`config.mk`:
```
export PLATFORM = sky130hd
export DESIGN_NAME = updown_counter_debounced
export DESIGN_NICKNAME = d
export VERILOG_FILES = /design/src/rtl/updown_counter_debounced.sv
export SDC_FILE = /design/constraint.sdc
export NUM_CORES = 1
export LEC_CHECK = 0
export ABC_AREA = 1
export CAP_MARGIN = 40
export CORE_UTILIZATION = 40
export DETAILED_ROUTE_END_ITERATION = 8
export MAX_ROUTING_LAYER = met4
export PLACE_DENSITY = 0.67
export RECOVER_POWER = 25
export SETUP_SLACK_MARGIN = 0.1
export SLEW_MARGIN = 20
export SYNTH_ARGS = -nofsm -noshare
export SYNTH_HDL_FRONTEND = slang
export SYNTH_SLANG_ARGS = --single-unit
```
`constraint.sdc`:
```
create_clock -name clk -period 3.5 [get_ports clk]
set_input_delay 1.05 -clock clk [delete_from_list [all_inputs] [get_ports clk]]
set_output_delay 1.05 -clock clk [all_outputs]
set_load 0.005 [all_outputs]
```
`src/rtl/updown_counter_debounced.sv`:
```
// Two-button up/down counter: each raw button is synchronised, debounced and edge-detected
// into a single count event; the counter supports load, a programmable ceiling/step, and wrap or saturate.
module updown_counter_debounced #(
    parameter int WIDTH           = 3,
    parameter int MAX_COUNT       = 2**WIDTH - 1,
    parameter int STEP            = 1,
    parameter int DEBOUNCE_CYCLES = 4,
    parameter int WRAP_MODE       = 1
) (
    input  logic             clk,
    input  logic             rst_n,
    input  logic             push_up,
    input  logic             push_down,
    input  logic             load,
    input  logic [WIDTH-1:0] load_value,
    output logic [WIDTH-1:0] count,
    output logic             at_max,
    output logic             at_min,
    output logic             limit_hit
);

    localparam int CNT_W = (DEBOUNCE_CYCLES > 1) ? $clog2(DEBOUNCE_CYCLES) : 1;
    localparam logic [CNT_W-1:0] CNT_LAST = CNT_W'(DEBOUNCE_CYCLES - 1);

    // Arithmetic runs one bit wider so overflow past MAX_COUNT is visible.
    localparam logic [WIDTH:0]   MAX_W   = (WIDTH+1)'(MAX_COUNT);
    localparam logic [WIDTH:0]   RANGE_W = (WIDTH+1)'(MAX_COUNT + 1);
    localparam logic [WIDTH:0]   STEP_W  = (WIDTH+1)'(STEP);
    localparam logic [WIDTH-1:0] MAX_N   = WIDTH'(MAX_COUNT);

    logic [1:0] raw;
    logic [1:0] evt;

    assign raw = {push_down, push_up};

    genvar gi;
    generate
        for (gi = 0; gi < 2; gi++) begin : g_btn
            logic             sync1_reg;
            logic             sync2_reg;
            logic             deb_reg;
            logic             deb_prev_reg;
            logic [CNT_W-1:0] stable_cnt_reg;

            always_ff @(posedge clk or negedge rst_n) begin
                if (!rst_n) begin
                    sync1_reg      <= 1'b0;
                    sync2_reg      <= 1'b0;
                    deb_reg        <= 1'b0;
                    deb_prev_reg   <= 1'b0;
                    stable_cnt_reg <= '0;
                end else begin
                    sync1_reg    <= raw[gi];
                    sync2_reg    <= sync1_reg;
                    deb_prev_reg <= deb_reg;
                    // Any return to the current debounced level restarts the stability count.
                    if (sync2_reg == deb_reg) begin
                        stable_cnt_reg <= '0;
                    end else if (stable_cnt_reg == CNT_LAST) begin
                        deb_reg        <= sync2_reg;
                        stable_cnt_reg <= '0;
                    end else begin
                        stable_cnt_reg <= stable_cnt_reg + 1'b1;
                    end
                end
            end

            assign evt[gi] = deb_reg & ~deb_prev_reg;
        end
    endgenerate

    logic [WIDTH-1:0] count_reg, count_next;
    logic             limit_reg, limit_next;
    logic [WIDTH:0]   wide;
    logic [WIDTH:0]   up_sum;
    logic [WIDTH:0]   wrap_val;

    always_comb begin
        count_next = count_reg;
        limit_next = 1'b0;
        wide       = {1'b0, count_reg};
        up_sum     = wide + STEP_W;
        wrap_val   = '0;
        if (load) begin
            count_next = ({1'b0, load_value} > MAX_W) ? MAX_N : load_value;
        end else if (evt[0] && evt[1]) begin
            count_next = count_reg;
        end else if (evt[0]) begin
            if (up_sum <= MAX_W) begin
                count_next = up_sum[WIDTH-1:0];
            end else begin
                limit_next = 1'b1;
                if (WRAP_MODE != 0) begin
                    wrap_val   = up_sum - RANGE_W;
                    count_next = wrap_val[WIDTH-1:0];
                end else begin
                    count_next = MAX_N;
                end
            end
        end else if (evt[1]) begin
            if (wide >= STEP_W) begin
                wrap_val   = wide - STEP_W;
                count_next = wrap_val[WIDTH-1:0];
            end else begin
                limit_next = 1'b1;
                if (WRAP_MODE != 0) begin
                    wrap_val   = wide + RANGE_W - STEP_W;
                    count_next = wrap_val[WIDTH-1:0];
                end else begin
                    count_next = '0;
                end
            end
        end
    end

    always_ff @(posedge clk or negedge rst_n) begin
        if (!rst_n) begin
            count_reg <= '0;
            limit_reg <= 1'b0;
        end else begin
            count_reg <= count_next;
            limit_reg <= limit_next;
        end
    end

    assign count     = count_reg;
    assign limit_hit = limit_reg;
    assign at_max    = (count_reg == MAX_N);
    assign at_min    = (count_reg == '0);

endmodule

```
Yosys cells after proc, flatten, opt, wreduce, memory -nomap -nowiden
Cells that the tools add are included.
{"block": "op_classes", "muxes": 16, "addsub": 7, "bitwise_logic": 6, "n_reduce_logical": 6, "magnitude_cmp": 2, "n_eq_ne": 6}
{"op": "$mux W3", "n": 6}
{"op": "$sub A3 B1 Y3 const B", "n": 3}
{"op": "$mux W2", "n": 4}
{"op": "$mux W1", "n": 6}
{"op": "$reduce_and A2 Y1", "n": 3}
{"op": "$add A2 B1 Y2 const B", "n": 2}
{"op": "$add A3 B1 Y4 const B", "n": 1}
{"op": "$eq A2 B2 Y1 const B", "n": 2}
{"op": "$le A4 B3 Y1 const B", "n": 1}
{"op": "$not A1 Y1", "n": 4}
{"op": "$add A3 B1 Y3 const B", "n": 1}
{"op": "$eq A3 B3 Y1 const B", "n": 1}
{"op": "$ge A3 B1 Y1 const B", "n": 1}
{"op": "$logic_not A3 Y1", "n": 1}
{"op": "$reduce_bool A3 Y1", "n": 1}
{"op": "$and A1 B1 Y1", "n": 2}
{"op": "$eq A1 B1 Y1", "n": 2}
{"op": "$ne A2 B2 Y1 const B", "n": 1}
{"op": "$logic_and A1 B1 Y1", "n": 1}
{"block": "totals", "elab_cells": 55, "output_inout_bits": 6, "ff_bits": 16}

Depth between registers and ports, before layout
{"block": "depth", "depth_word": 7, "depth_mapped": 8, "depth_no_buf": 8}

Worst setup path before layout
Ideal clock, no wire load.
{"block": "synth_path", "path_type": "register to output", "startpoint": "register count_reg[0], in the netlist count[0]", "endpoint": "output port at_min", "n_path_buf": 0, "t_arrival_ns": 0.819, "t_required_ns": 2.450, "stages_incl_launch_ff": 5, "slack_ns": 1.631, "path_cell_list": "dfrtp_1 inv_1 ha_1 inv_1 nor2_1"}
{"block": "synth_via", "elab_chain_len": 1}
{"element": "start, declared", "line_no": "72", "source": "logic [WIDTH-1:0] count_reg, count_next;"}
{"element": "start signal, assigned", "line_no": "121", "source": "count_reg <= count_next;"}
{"element": "$logic_not A3 Y1", "line_no": "129", "source": "assign at_min = (count_reg == '0);"}
{"element": "end, declared", "line_no": "18", "source": "output logic at_min,"}
No other way between the ends.

Final worst setup path
Ends and elaborated chain as after synthesis.

==> results.sh <==
export IMPL_outcome="complete, no violations"
export IMPL_antennaDiodeCount=0
export IMPL_firstDrtPassIters=4
export IMPL_netlist_area_um2=802
export IMPL_syn_nets=97
export IMPL_ys_types=20
export IMPL_ys_warnings_count=0
export IMPL_drv_cap=0
export IMPL_layout_nets=115
export IMPL_ir_drop_mv=0.329
export IMPL_grt_pass1_vias=505
export IMPL_clkSinkCount=16
export IMPL_final_max_slew_violation_count=0
export IMPL_tightestPinTransition_ns=0.689
export IMPL_hold_viol_final=0
export IMPL_power_density_nw_per_um2=777
export IMPL_insertion_delay_ns=0.30
export IMPL_fp_row_count=15
export IMPL_finalCritPeriodShare_pct=79.3
export IMPL_port_buffers=13
export IMPL_via_per_inst=4.55
export IMPL_design_area_um2=1000
export IMPL_endpoint_kind="output pin"
export IMPL_synth_top_cell_by_area="dfrtp_1"
export IMPL_reg2reg_slack_ns=2.07
export IMPL_cp_required_ns=2.45
export IMPL_r2r_cells=7
export IMPL_seq_area_um2=400
export IMPL_syn_area_per_cell_um2=9.78
export IMPL_critPathArrivalTime_ns=1.73
export IMPL_timing_rr_start="count[0]$_DFFE_PN0P_"
export IMPL_p_leak_uw=0.000496
export IMPL_grt_pass1_wl_um=2150
export IMPL_worst_setup_path_type="flop to output pin"
export IMPL_synth_seq_cells=16
export IMPL_hold_path_end="g_btn[1].sync2_reg$_DFF_PN0_"
export IMPL_vias=564
export IMPL_cts_tree="built"
export IMPL_hold_path_class="flop to flop"
export IMPL_period_minus_slack_ns=2.78
export IMPL_cts_root_buf="clkbuf_4"
export IMPL_grt_max_degree=17
export IMPL_tns_ns=0
export IMPL_avgRoutedWirePerCell_um=10.8
export IMPL_dieArea_um2=2190
export IMPL_hpwl_um=1030
export IMPL_post_place_ws_ns=1.06
export IMPL_io_pin_count=14
export IMPL_skew_ns=0.00810
export IMPL_overflow=0
export IMPL_rsz0062_at_grt="false"
export IMPL_fillerInstances=181
export IMPL_gp_congestion=0.775
export IMPL_setup_viol=0
export IMPL_drt_iter0_markers=4
export IMPL_layout_commonest_cell="nand2_1"
export IMPL_yosysTopAreaCellShare_pct=49.9
export IMPL_post_cts_buffers=0
export IMPL_place_area_um2=963
export IMPL_die_x_um=46.8
export IMPL_cts_clk_slew_worst_paths_ns=0.10
export IMPL_antenna_found_initial=0
export IMPL_fp_dieH_um=46.8
export IMPL_min_from="g_btn[1].sync1_reg$_DFF_PN0_"
export IMPL_ant_nets=0
export IMPL_multi_input_area_um2=343
export IMPL_fmax_ghz=0.360
export IMPL_synth_seq_area_share_pct=49.9
export IMPL_whs_path_depth=0
export IMPL_h_tree_depth=1
export IMPL_reg2reg_to="count[2]$_DFFE_PN0P_"
export IMPL_largest_register_ffs=4
export IMPL_cts_resized=0
export IMPL_start_util_pct=44.5
export IMPL_syn_to_final_growth_pct=24.6
export IMPL_grtUsageTotal_pct=15.0
export IMPL_numCtsBuffers=3
export IMPL_cts_hold_buf=0
export IMPL_setup_worst_path_start="count[0]$_DFFE_PN0P_"
export IMPL_crit_path_max_fanout=7
export IMPL_drive_gt1_share_pct=15.2
export IMPL_synthTopCellsByArea="dfrtp_1 50%, ha_1 11%, nand2_1 8.0%"
export IMPL_mostFrequentLayoutCells="17 x nand2_1, 16 x dfrtp_1, 13 x clkdlybuf4s50_1"
export IMPL_wl_um=1340
export IMPL_synthCells=82
export IMPL_core_area_um2=1800
export IMPL_route_detailed_drc=0
export IMPL_clock_path_buffers=2
export IMPL_fin_ws_ns=0.724
export IMPL_maxSlewHeadroom_pct=53.9
export IMPL_critPathLaunchType="flop"
==> per-layer routing <==
metal	vias to the layer above	track usage, %	wire length (um)
met5	-	-	0
met1	259	18.5	609
met4	0	8.57	33
met3	4	2.31	37
li1	292	-	-
met2	9	23.3	663
==> area by class of cell <==
| type | count | share of cell area [%] |
|---|---|---|
| clock buffer | 4 | 3.63 |
| sequential | 16 | 40.1 |
| tap | 25 | 3.13 |
| multi-input combinational | 54 | 34.3 |
| inverter | 12 | 5.88 |
| timing repair buffer | 13 | 13.0 |
==> cells by family after synthesis <==
| logic type | Yosys count | synth area share (%) |
|---|---|---|
| simple gates | 40 | 26.1 |
| flops | 16 | 49.9 |
| buf+inv | 12 | 7.33 |
| fa+ha+maj | 7 | 10.9 |
| compound gates | 5 | 3.59 |
| xor+xnor | 2 | 2.18 |
==> metrics by stage <==
step / power [uW] / hold slack (ns) / cells / util, %
after floorplan: 537 / 0.331 / 82 / -
after global placement: 647 / 0.333 / 120 / 53.5
after detailed placement: 660 / 0.335 / 120 / 53.5
after CTS: 788 / 0.356 / 124 / 55.5
after global routing: 848 / 0.367 / 124 / 55.5
final: 777 / 0.353 / 124 / 55.5
==> power by group <==
part           switching [uW]  total (uW)  internal, uW  leakage, uW
clock network            61.7         125          63.5    0.0000210
registers                62.7         307           245     0.000198
logic                     181         344           163     0.000276
total                     306         777           471     0.000496
==> critical path, cell delays in order (launching register included) <==
cell,delay [ns]
dfrtp_1,0.46
inv_1,0.15
ha_1,0.17
inv_1,0.04
nor2_1,0.09
clkdlybuf4s50_1,0.52
==> synth_stat cells <==
library cell and number:
o21ai_0 1, nand3_1 3, ha_1 7, xnor2_1 2
o21ai_1 2, nor2_4 2, nand2_2 3, o21ai_2 1
nand3_2 1, inv_2 1, nor2_1 7, dfrtp_1 16
a21oi_1 1, inv_1 10, nand3b_1 1, nand4_1 2
nand2_1 17, nor3_1 2, bufinv_8 1, nand2_4 2
==> how the worst max path moves through the flow <==
stage | endpoint | slack [ns] | cells after the start
global placement | at_min | 1.15 | 5
finish | at_min | 0.72 | 5
global route | at_min | 0.65 | 5
detailed placement | at_min | 1.06 | 5
floorplan | at_min | 1.63 | 4
CTS | at_min | 0.71 | 5
No activity file was read; power rests on OpenSTA's default activity.
